--- config.mk ---
export PLATFORM = sky130hd
export DESIGN_NAME = branch_sequencer_flat
export DESIGN_NICKNAME = d
export VERILOG_FILES = /design/src/rtl/branch_sequencer_if.sv /design/src/rtl/branch_sequencer.sv /design/src/flat_wrapper.sv
export SDC_FILE = /design/constraint.sdc
export NUM_CORES = 1
export LEC_CHECK = 0
export CORE_MARGIN = 2
export CORE_UTILIZATION = 35
export DETAILED_ROUTE_END_ITERATION = 10
export PLACE_DENSITY_LB_ADDON = 0.15
export SLEW_MARGIN = 20
export SYNTH_ARGS = -nofsm -noshare
export SYNTH_HDL_FRONTEND = slang
export SYNTH_SLANG_ARGS = --single-unit
--- constraint.sdc ---
create_clock -name CLK -period 4 [get_ports CLK]
set_input_delay 0.8 -clock CLK [delete_from_list [all_inputs] [get_ports CLK]]
set_output_delay 0.8 -clock CLK [all_outputs]
set_load 0.05 [all_outputs]
--- src/rtl/branch_sequencer_if.sv ---
// branch_sequencer_if: control/status bundle between the core and the PC/branch sequencer.
// Build option: BR_LINK_EN adds the LINK return-address signal (jump-and-link on BS=101).
// Signals:
//   EN     advance enable (0 = stall)
//   Z, N   ALU zero / negative flags
//   FW     latch Z/N into the registered flags
//   BR     current instruction is a branch
//   BS     branch condition select
//   OFF    signed PC-relative branch offset
//   HLT    halt request
//   GO     resume from halt
//   PC     current instruction address (registered)
//   MP     branch taken (combinational)
//   FLUSH  discard the instruction in decode (registered)
//   HALTED sequencer is halted (registered)
//   LINK   return address (BR_LINK_EN builds only)
// Modports: master = core side that drives requests, slave = the sequencer.
interface branch_sequencer_if #(
    parameter int unsigned PC_W  = 8,
    parameter int unsigned OFF_W = 8
);
    logic              EN;
    logic              Z;
    logic              N;
    logic              FW;
    logic              BR;
    logic [2:0]        BS;
    logic [OFF_W-1:0]  OFF;
    logic              HLT;
    logic              GO;
    logic [PC_W-1:0]   PC;
    logic              MP;
    logic              FLUSH;
    logic              HALTED;
`ifdef BR_LINK_EN
    logic [PC_W-1:0]   LINK;
`endif

    modport master (
        output EN, Z, N, FW, BR, BS, OFF, HLT, GO,
        input  PC, MP, FLUSH, HALTED
`ifdef BR_LINK_EN
        , input LINK
`endif
    );

    modport slave (
        input  EN, Z, N, FW, BR, BS, OFF, HLT, GO,
        output PC, MP, FLUSH, HALTED
`ifdef BR_LINK_EN
        , output LINK
`endif
    );
endinterface

--- src/rtl/branch_sequencer.sv ---
// branch_sequencer: owns the PC, the registered Z/N flags and branch-condition decode.
// Steps the PC, redirects on taken branches with a one-cycle flush bubble, and halts/resumes.
// Build option: BR_LINK_EN makes BS=101 an unconditional jump-and-link that loads LINK with PC+1.
// Ports:
//   CLK  clock, rising edge
//   RST  synchronous active-high reset, overrides EN
//   bus  branch_sequencer_if.slave (EN, Z, N, FW, BR, BS, OFF, HLT, GO in;
//        PC, MP, FLUSH, HALTED[, LINK] out)
module branch_sequencer #(
    parameter int unsigned PC_W  = 8,
    parameter int unsigned OFF_W = 8
) (
    input  logic                CLK,
    input  logic                RST,
    branch_sequencer_if.slave   bus
);
    localparam int unsigned STATE_W = 2;

    typedef enum logic [STATE_W-1:0] {
        RUN    = 2'd0,
        BUBBLE = 2'd1,
        HALT   = 2'd2
    } seqState_e;

    seqState_e          state;
    seqState_e          nextState;
    logic               zf;
    logic               nf;
    logic [PC_W-1:0]    pcQ;
    logic               flushQ;
    logic               haltedQ;
    logic               cond;
    logic               mp;
    logic [PC_W-1:0]    offExt;
    logic               isJal;

    // Signed cast widens with sign extension, including the OFF_W == PC_W case.
    assign offExt = PC_W'($signed(bus.OFF));
    assign isJal  = (bus.BS == 3'b101);

    // Branch condition from registered flags only; Z/N inputs never reach MP.
    always_comb begin
        cond = 1'b0;
        case (bus.BS)
            3'b000:  cond = zf;
            3'b001:  cond = ~zf;
            3'b010:  cond = ~nf;
            3'b011:  cond = nf;
            3'b100:  cond = 1'b1;
`ifdef BR_LINK_EN
            3'b101:  cond = 1'b1;
`endif
            default: cond = 1'b0;
        endcase
    end

    // State register.
    always_ff @(posedge CLK) begin
        if (RST) begin
            state <= RUN;
        end else if (bus.EN) begin
            state <= nextState;
        end
    end

    // Next-state logic; halt request wins over a taken branch in RUN.
    always_comb begin
        nextState = state;
        case (state)
            RUN: begin
                if (bus.HLT) begin
                    nextState = HALT;
                end else if (mp) begin
                    nextState = BUBBLE;
                end
            end
            BUBBLE:  nextState = RUN;
            HALT: begin
                if (bus.GO) begin
                    nextState = RUN;
                end
            end
            default: nextState = RUN;
        endcase
    end

    // Output logic: taken-branch decision, suppressed outside RUN and under a halt request.
    always_comb begin
        mp = 1'b0;
        if ((state == RUN) && !bus.HLT) begin
            mp = bus.BR & cond;
        end
    end

    // PC, flags and registered status outputs.
    always_ff @(posedge CLK) begin
        if (RST) begin
            pcQ     <= '0;
            zf      <= 1'b0;
            nf      <= 1'b0;
            flushQ  <= 1'b0;
            haltedQ <= 1'b0;
        end else if (bus.EN) begin
            if ((state == RUN) && !bus.HLT) begin
                pcQ <= mp ? (pcQ + offExt) : (pcQ + PC_W'(1));
            end
            // Flags freeze while halted; a same-cycle branch already used the old values.
            if (bus.FW && (state != HALT)) begin
                zf <= bus.Z;
                nf <= bus.N;
            end
            flushQ  <= (nextState == BUBBLE);
            haltedQ <= (nextState == HALT);
        end
    end

`ifdef BR_LINK_EN
    logic [PC_W-1:0] linkQ;

    // Return address captured on the jump-and-link edge only.
    always_ff @(posedge CLK) begin
        if (RST) begin
            linkQ <= '0;
        end else if (bus.EN && mp && isJal) begin
            linkQ <= pcQ + PC_W'(1);
        end
    end

    assign bus.LINK = linkQ;
`else
    logic unusedJal;
    assign unusedJal = isJal;
`endif

    assign bus.PC     = pcQ;
    assign bus.MP     = mp;
    assign bus.FLUSH  = flushQ;
    assign bus.HALTED = haltedQ;
endmodule

--- src/flat_wrapper.sv ---
// flat-port wrapper written by rule: the top's interface ports become plain ports
module branch_sequencer_flat 
#(
    parameter int unsigned PC_W  = 8,
    parameter int unsigned OFF_W = 8
)
  (CLK, RST, bus_EN, bus_Z, bus_N, bus_FW, bus_BR, bus_BS, bus_OFF, bus_HLT, bus_GO, bus_PC, bus_MP, bus_FLUSH, bus_HALTED);
  branch_sequencer_if #(.PC_W(PC_W), .OFF_W(OFF_W)) bus_i ();
  input  logic CLK;
  input  logic RST;
  input wire logic [$bits(bus_i.EN)-1:0] bus_EN;
  input wire logic [$bits(bus_i.Z)-1:0] bus_Z;
  input wire logic [$bits(bus_i.N)-1:0] bus_N;
  input wire logic [$bits(bus_i.FW)-1:0] bus_FW;
  input wire logic [$bits(bus_i.BR)-1:0] bus_BR;
  input wire logic [$bits(bus_i.BS)-1:0] bus_BS;
  input wire logic [$bits(bus_i.OFF)-1:0] bus_OFF;
  input wire logic [$bits(bus_i.HLT)-1:0] bus_HLT;
  input wire logic [$bits(bus_i.GO)-1:0] bus_GO;
  output wire logic [$bits(bus_i.PC)-1:0] bus_PC;
  output wire logic [$bits(bus_i.MP)-1:0] bus_MP;
  output wire logic [$bits(bus_i.FLUSH)-1:0] bus_FLUSH;
  output wire logic [$bits(bus_i.HALTED)-1:0] bus_HALTED;
  assign bus_i.EN = bus_EN;
  assign bus_i.Z = bus_Z;
  assign bus_i.N = bus_N;
  assign bus_i.FW = bus_FW;
  assign bus_i.BR = bus_BR;
  assign bus_i.BS = bus_BS;
  assign bus_i.OFF = bus_OFF;
  assign bus_i.HLT = bus_HLT;
  assign bus_i.GO = bus_GO;
  assign bus_PC = bus_i.PC;
  assign bus_MP = bus_i.MP;
  assign bus_FLUSH = bus_i.FLUSH;
  assign bus_HALTED = bus_i.HALTED;
  branch_sequencer #(.PC_W(PC_W), .OFF_W(OFF_W)) u_core (.CLK(CLK), .RST(RST), .bus(bus_i));
endmodule
==> results.tsv, run 1 <==
stage	metric	value	unit
clocking	PostCTS Resize Cnt	0	
clocking	Clock Pin Slew Worst Setup and Hold Paths	0.09	ns
sta	Max Fclk	0.269	GHz
die	Placeable Area	2500	µm²
die	Starting Density	0.373	
pwr	power share of the combinational group	0.229	
synthesis	sequential element share of the synthesized area	0.301	
pwr	Seq pwr share	0.452	
synthesis	Mean Syn Cell Area	8.18	µm²
clocking	post-CTS setup buffers	0	
routing	vias per cell	5.02	
finish	nets	175	
pwr	leakage dissipation	0.000541	µW
global_route	GRT Overall Usage	0.140	
global_route	initial antenna violation count	0	
placement	placed cells	172	
pwr	Final Power	329	µW
routing	final WL	2.12	mm
synthesis	Warnings, synthesis	0	
worst_setup_path	Worst Path Arrival	3.95	ns
clocking	root buf cell	clkbuf_4	
pwr	switching share of power	0.282	
clocking	CTS H-tree depth	1	
die	die height	55.6	µm
clocking	CTS tree	done	
die	die area	3090	µm²
worst_setup_path	Cell Chain, Critical Path	clkdlybuf4s50_1, or4b_4, nand3_1, and3_1, nand2_1, fa_1, and2b_1, o21ai_0, a21boi_0, o21ai_0, or4_1, nand3_1	
global_route	Overflow after GRT	0	
sta	Final Cycle Share	0.929	
worst_setup_path	worst-path fanout max	8	
sta	setup TNS	0	ns
placement	DP Wirelength	1.60	mm
synthesis	FF+latch count, synth	14	
worst_setup_path	CP peak stage delay	0.50	ns
finish	Final Instance Count excl. Fillers	176	
worst_setup_path	Setup crit start kind	input pin	
placement	DP Area	1260	µm²
routing	DR WL/cell	12.1	µm
pwr	PwrDens	254	nW/µm²
worst_setup_path	R2R depth	11	
routing	via count	883	
placement	Final Wtd Congestion	0.923	
sta	Final Hold Viols	0	
pwr	clock power share	0.319	
finish	layout cells sized above 1	0.0753	
clocking	TritonCTS Buffers	3	
sta	skew final	0.00421	ns
synthesis	netlist area before placement	932	µm²
pwr	P_sw	92.6	µW
clocking	CTS sink count	14	
routing	DRC viols	0	
sta	RSZ-0062 raised after global routing	no	
sta	Rel. slew slack	0.582	
routing	drt pass-1 iters	4	
routing	1st-iter DRT viols	12	
finish	fin area	1290	µm²
worst_setup_path	CP max-delay cell	clkdlybuf4s50_1	
routing	ANT nets after route	0	
finish	Layout area overhead	38.9	%
synthesis	Unique masters post-synth	37	
pwr	Cell Int Power	236	µW
sta	Worst-Margin Slew	0.625	ns
die	IO Count	31	
status	outcome	finished clean	
sta	Final Max Slew Viols	0	
clocking	Hold Buf Count CTS	0	
worst_hold_path	cell depth of the worst hold path	2	
run	max cap viols	0	
global_route	vias in the first global route	801	
global_route	global-route wire length before repair	3.47	mm
sta	final setup vio count	0	
placement	port buffer count	30	
global_route	largest net degree at the start of global routing	17	
synthesis	Syn Nets	142	
synthesis	Post-Synthesis Cells	114	
worst_hold_path	HP Class	reg -> reg	
die	Die X	55.6	µm
die	Rows	18	
pwr	worst-case vdd ir drop	0.199	mV
sta	Final Critical Period	3.72	ns
worst_setup_path	critical path type	in -> reg	
worst_setup_path	crit end category	flip-flop	
clocking	CTS Buffer Depth	2	
finish	# diodes	0	
finish	post-layout util	0.518	
clocking	clk_lat worst skew	0.28	ns
worst_setup_path	WP data required	4.23	ns
-- state kept, by name (all words and copies together) (netlist names) --
signal             flops
u_core.state           2
u_core.bus.PC          8
u_core.bus.HALTED      1
u_core.nf              1
u_core.zf              1
u_core.bus.FLUSH       1
-- per-layer routing --
layer,track usage,share of wire
met4,0.0418,0.0085
met1,0.181,0.48
met2,0.228,0.47
met5,0,0
met3,0.0372,0.044
-- worst max-delay path: cells and delay by family --
kind / cells / cell delay (ns)
buffers and inverters: 1 / 0.50
adders and majority gates: 1 / 0.41
AOI/OAI and AO/OA: 3 / 0.45
and+or+nand+nor: 7 / 1.78
-- cells by family (layout without fill, tap and decap cells) --
logic type / Yosys count / count (layout) / share of synthesized area
simple gates: 48 / 48 / 0.282
compound gates: 26 / 26 / 0.185
flops: 14 / 14 / 0.301
buf+inv: 12 / 44 / 0.0577
fa+ha+maj: 8 / 8 / 0.115
xor+xnor: 4 / 4 / 0.0376
mux: 2 / 2 / 0.0215
-- Yosys cell counts (all sizes together) --
cell	number	area (µm²)
nor2b	1	6.26
xnor2	2	17.5
and2b	1	7.51
dfxtp	14	280
nand3b	1	7.51
fa	1	20.0
ha	7	87.6
buf	2	16.3
and3	2	12.5
nand2	13	48.8
xor2	2	17.5
nand2b	4	25.0
a21o	2	15.0
and2	6	37.5
nor4b	2	17.5
or4b	1	13.8
clkbuf	2	7.51
a21boi	1	7.51
and4	1	8.76
nor3	2	10.0
a211oi	1	7.51
o21ai	5	25.0
mux2i	2	20.0
o211ai	1	7.51
a21oi	11	58.8
or3	2	12.5
o2111ai	1	8.76
or4	1	7.51
a31oi	3	33.8
nor2	6	22.5
nand3	5	25.0
a31o	1	8.76
inv	8	30.0
-- stage by stage --
stage	setup WS (ns)	hold slack [ns]
after global routing	0.122	0.516
after CTS	0.254	0.481
after global placement	0.0905	0.461
after floorplan	0.492	0.476
final	0.283	0.478
after detailed placement	-0.0193	0.468
-- power by group through the flow --
stage	clock network [µW]	registers (µW)	logic, µW
floorplan	0	162	31.0
global placement	0	152	75.0
detailed placement	0	152	74.9
CTS	109	149	75.8
global route	116	149	81.9
finish	105	149	75.2
-- cell type report --
type / instances / area [µm²]
fill: 255 / 1200
sequential: 14 / 280
inverter: 8 / 30.0
multi-input combinational: 88 / 598
tap: 30 / 37.5
timing repair buffer: 32 / 313
clock buffer: 4 / 36.3
-- layout by cell type (no fill, tap or decap), drive strengths merged, types with 2 or more instances in the layout --
| cell type | n |
|---|---|
| a21o | 2 |
| a21oi | 11 |
| a31oi | 3 |
| and2 | 6 |
| and3 | 2 |
| buf | 3 |
| clkbuf | 4 |
| clkdlybuf4s50 | 29 |
| dfxtp | 14 |
| ha | 7 |
| inv | 8 |
| mux2i | 2 |
| nand2 | 13 |
| nand2b | 4 |
| nand3 | 5 |
| nor2 | 6 |
| nor3 | 2 |
| nor4b | 2 |
| o21ai | 5 |
| or3 | 2 |
| xnor2 | 2 |
| xor2 | 2 |
-- final timing paths --
kind | endpoint | startpoint | slack [ns]
max | u_core.bus.PC[6] | bus_BS[0] | 0.28
max reg2reg | u_core.bus.PC[6] | u_core.zf | 0.92
min | u_core.bus.HALTED | u_core.bus.HALTED | 0.48
min reg2reg | u_core.bus.HALTED | u_core.bus.HALTED | 0.48
Note: power is estimated with default switching activity, not from simulation.
==> inputs of run 2 (changes only) <==
- clock period: 4 -> 3.05 ns (I/O delays scaled with it)
==> run 2 against run 1 <==
Effect of this change: clock skew fell by 0.0020 ns; power rose by 38%; non-clock buffer count rose by 18; combinational power rose by 57%; die area did not move; largest power group unchanged; largest cell class unchanged; core utilization rose by 7.9 points; register-to-register slack got worse by 0.71 ns; worst setup slack got worse by 0.19 ns; critical endpoint unchanged; flip-flop and latch count did not move; clock-buffer cell count did not move.
==> results.tsv, run 2 (same netlist as run 1, synthesis figures left out) <==
stage	metric	value	unit	change
sta	Worst-Margin Slew	0.639	ns	+0.0141 ns
routing	drt pass-1 iters	3		-1
die	Placeable Area	2500	µm²	unchanged
pwr	PwrDens	303	nW/µm²	+19%
status	outcome	finished clean		
routing	final WL	2.37	mm	+12%
clocking	TritonCTS Buffers	3		unchanged
placement	Place WS	-0.515	ns	-0.496 ns
worst_hold_path	hold path endpoint	u_core.bus.PC[3]		
worst_setup_path	FF-to-FF Start	u_core.zf		
finish	number of flip-flops in the largest register	8		unchanged
die	die height	55.6	µm	unchanged
worst_setup_path	Worst Path Arrival	3.19	ns	-0.76 ns
routing	ANT nets after route	0		unchanged
worst_setup_path	worst-path fanout max	5		-3
placement	Final Wtd Congestion	0.859		-6.9%
sta	final setup vio count	0		unchanged
global_route	initial antenna violation count	0		unchanged
placement	port buffer count	30		unchanged
finish	nets	193		+10%
sta	Max Fclk	0.338	GHz	
clocking	clk_lat worst skew	0.28	ns	about the same
routing	via count	956		+8.3%
worst_setup_path	critical path type	in -> reg		
clocking	CTS sink count	14		unchanged
clocking	Clock Pin Slew Worst Setup and Hold Paths	0.09	ns	about the same
finish	# diodes	0		unchanged
finish	Layout area overhead	60.1	%	
die	IO Count	31		unchanged
worst_setup_path	Reg-to-Reg End	u_core.bus.PC[6]		
global_route	global-route wire length before repair	3.88	mm	+12%
worst_setup_path	crit end category	flip-flop		
die	Rows	18		unchanged
global_route	Overflow after GRT	0		unchanged
run	max cap viols	0		unchanged
clocking	root buf cell	clkbuf_4		
worst_setup_path	Reg2Reg Setup Slack	0.21	ns	-0.71 ns
clocking	CTS tree	done		
worst_hold_path	HP Class	reg -> reg		
pwr	worst-case vdd ir drop	0.280	mV	+41%
sta	skew final	0.00216	ns	-0.00204 ns
clocking	CTS Buffer Depth	2		unchanged
global_route	GRT Overall Usage	0.157		+0.0170
routing	vias per cell	4.93		-1.8%
sta	Final Critical Period	2.96	ns	
finish	commonest non-fill, non-tap cell in the layout	clkdlybuf4s50_1		
die	Die X	55.6	µm	unchanged
clocking	CTS H-tree depth	1		unchanged
sta	Final Hold Viols	0		unchanged
worst_hold_path	cell depth of the worst hold path	2		unchanged
worst_setup_path	WP data required	3.28	ns	-0.95 ns
routing	DRC viols	0		unchanged
routing	1st-iter DRT viols	13		+1
die	die area	3090	µm²	unchanged
die	Starting Density	0.373		unchanged
sta	Final Max Slew Viols	0		unchanged
global_route	vias in the first global route	895		+12%
worst_setup_path	R2R depth	11		unchanged
worst_setup_path	Setup crit start kind	input pin		
pwr	leakage dissipation	0.000647	µW	+20%
worst_hold_path	Hold Startpoint	u_core.bus.PC[3]		
routing	DR WL/cell	12.2	µm	+1.2%
finish	layout cells sized above 1	0.268		+0.193
sta	Final Cycle Share	0.970		
sta	final worst slack	0.0911	ns	-0.192 ns
placement	DP Wirelength	1.71	mm	+6.8%
sta	Hold Slack	0.484	ns	+0.00621 ns
sta	Rel. slew slack	0.572		-0.00941
finish	most frequent cells in the layout	26 x clkdlybuf4s50_1, 18 x buf_4, 14 x dfxtp_1		
sta	RSZ-0062 raised after global routing	yes		
global_route	largest net degree at the start of global routing	17		unchanged
==> run 2: cell types whose count changed in the layout (fill, tap and decap cells not counted), moves of 2 or more <==
cell             previous run  this run
buf_4                       3        18
clkbuf_2                    0         2
nand2_1                    13        11
o21ai_1                     1         3
clkdlybuf4s50_1            29        26
buf_6                       0         3
o21ai_0                     4         1
ha_1                        7         5
==> run 2: critical path, stage by stage <==
cell,delay (ns)
clkdlybuf4s50_1,0.48
nor3_1,0.07
and3_4,0.21
nand2b_1,0.08
ha_2,0.18
inv_2,0.04
fa_2,0.36
and2b_1,0.23
o21ai_2,0.08
a21boi_2,0.14
o21ai_1,0.09
or4_1,0.52
nand3_1,0.09
==> run 2: area by class of cell <==
| cell class | instances | area (µm²) |
|---|---|---|
| multi-input combinational | 88 | 649 |
| fill | 238 | 1010 |
| tap | 30 | 37.5 |
| inverter | 8 | 30.0 |
| clock buffer | 4 | 36.3 |
| timing repair buffer | 50 | 459 |
| sequential | 14 | 280 |
==> run 2: where the power goes <==
group	internal (µW)	switching, µW
Clock	72.6	66.8
Sequential	189	5.47
Combinational	61.6	56.6
==> run 2: how the worst max path moves through the flow <==
stage               from                to  slack, ns  depth (start not counted)
2_1_floorplan  bus_BS[2]  u_core.bus.PC[7]      0.006                         12
3_5_place_dp   bus_BS[2]  u_core.bus.PC[6]      -0.52                         12
4_1_cts        bus_BS[0]  u_core.bus.PC[7]       0.02                         16
5_1_grt        bus_BS[0]  u_core.bus.PC[6]     -0.008                         16
6_report         bus_HLT  u_core.bus.PC[6]       0.09                         13
3_3_place_gp   bus_BS[2]  u_core.bus.PC[7]      -0.39                         12
==> run 2: metal layers <==
metal  GRT usage  share of wire  up-vias
met1       0.204           0.45      434
met2       0.264           0.51       18
met3      0.0395          0.036        2
met4      0.0314         0.0063        0
li1            -              -      502
met5           0              0        -
==> run 2: per-stage QoR <==
step	TNS, ns	util	power, µW	std cells	area, µm²
final	0	0.597	452	194	1490
after global routing	-0.00806	0.597	481	194	1490
after CTS	0	0.579	455	190	1450
after detailed placement	-1.77	0.550	308	182	1380
after global placement	-1.34	0.550	306	182	1380
after floorplan	0	-	257	114	976
==> run 2: timing repair <==
action,4_1_cts,5_1_grt
hold buffers,0,0
endpoints found under the setup margin,3,4
buffers inserted,4,4
gates resized for setup,7,14
pin swaps,7,12
==> inputs of run 3 (changes only) <==
- HOLD_SLACK_MARGIN: unset -> 0.08
==> results of run 3 <==
The final DEF is identical to that of run 2; final timing and power are the same.
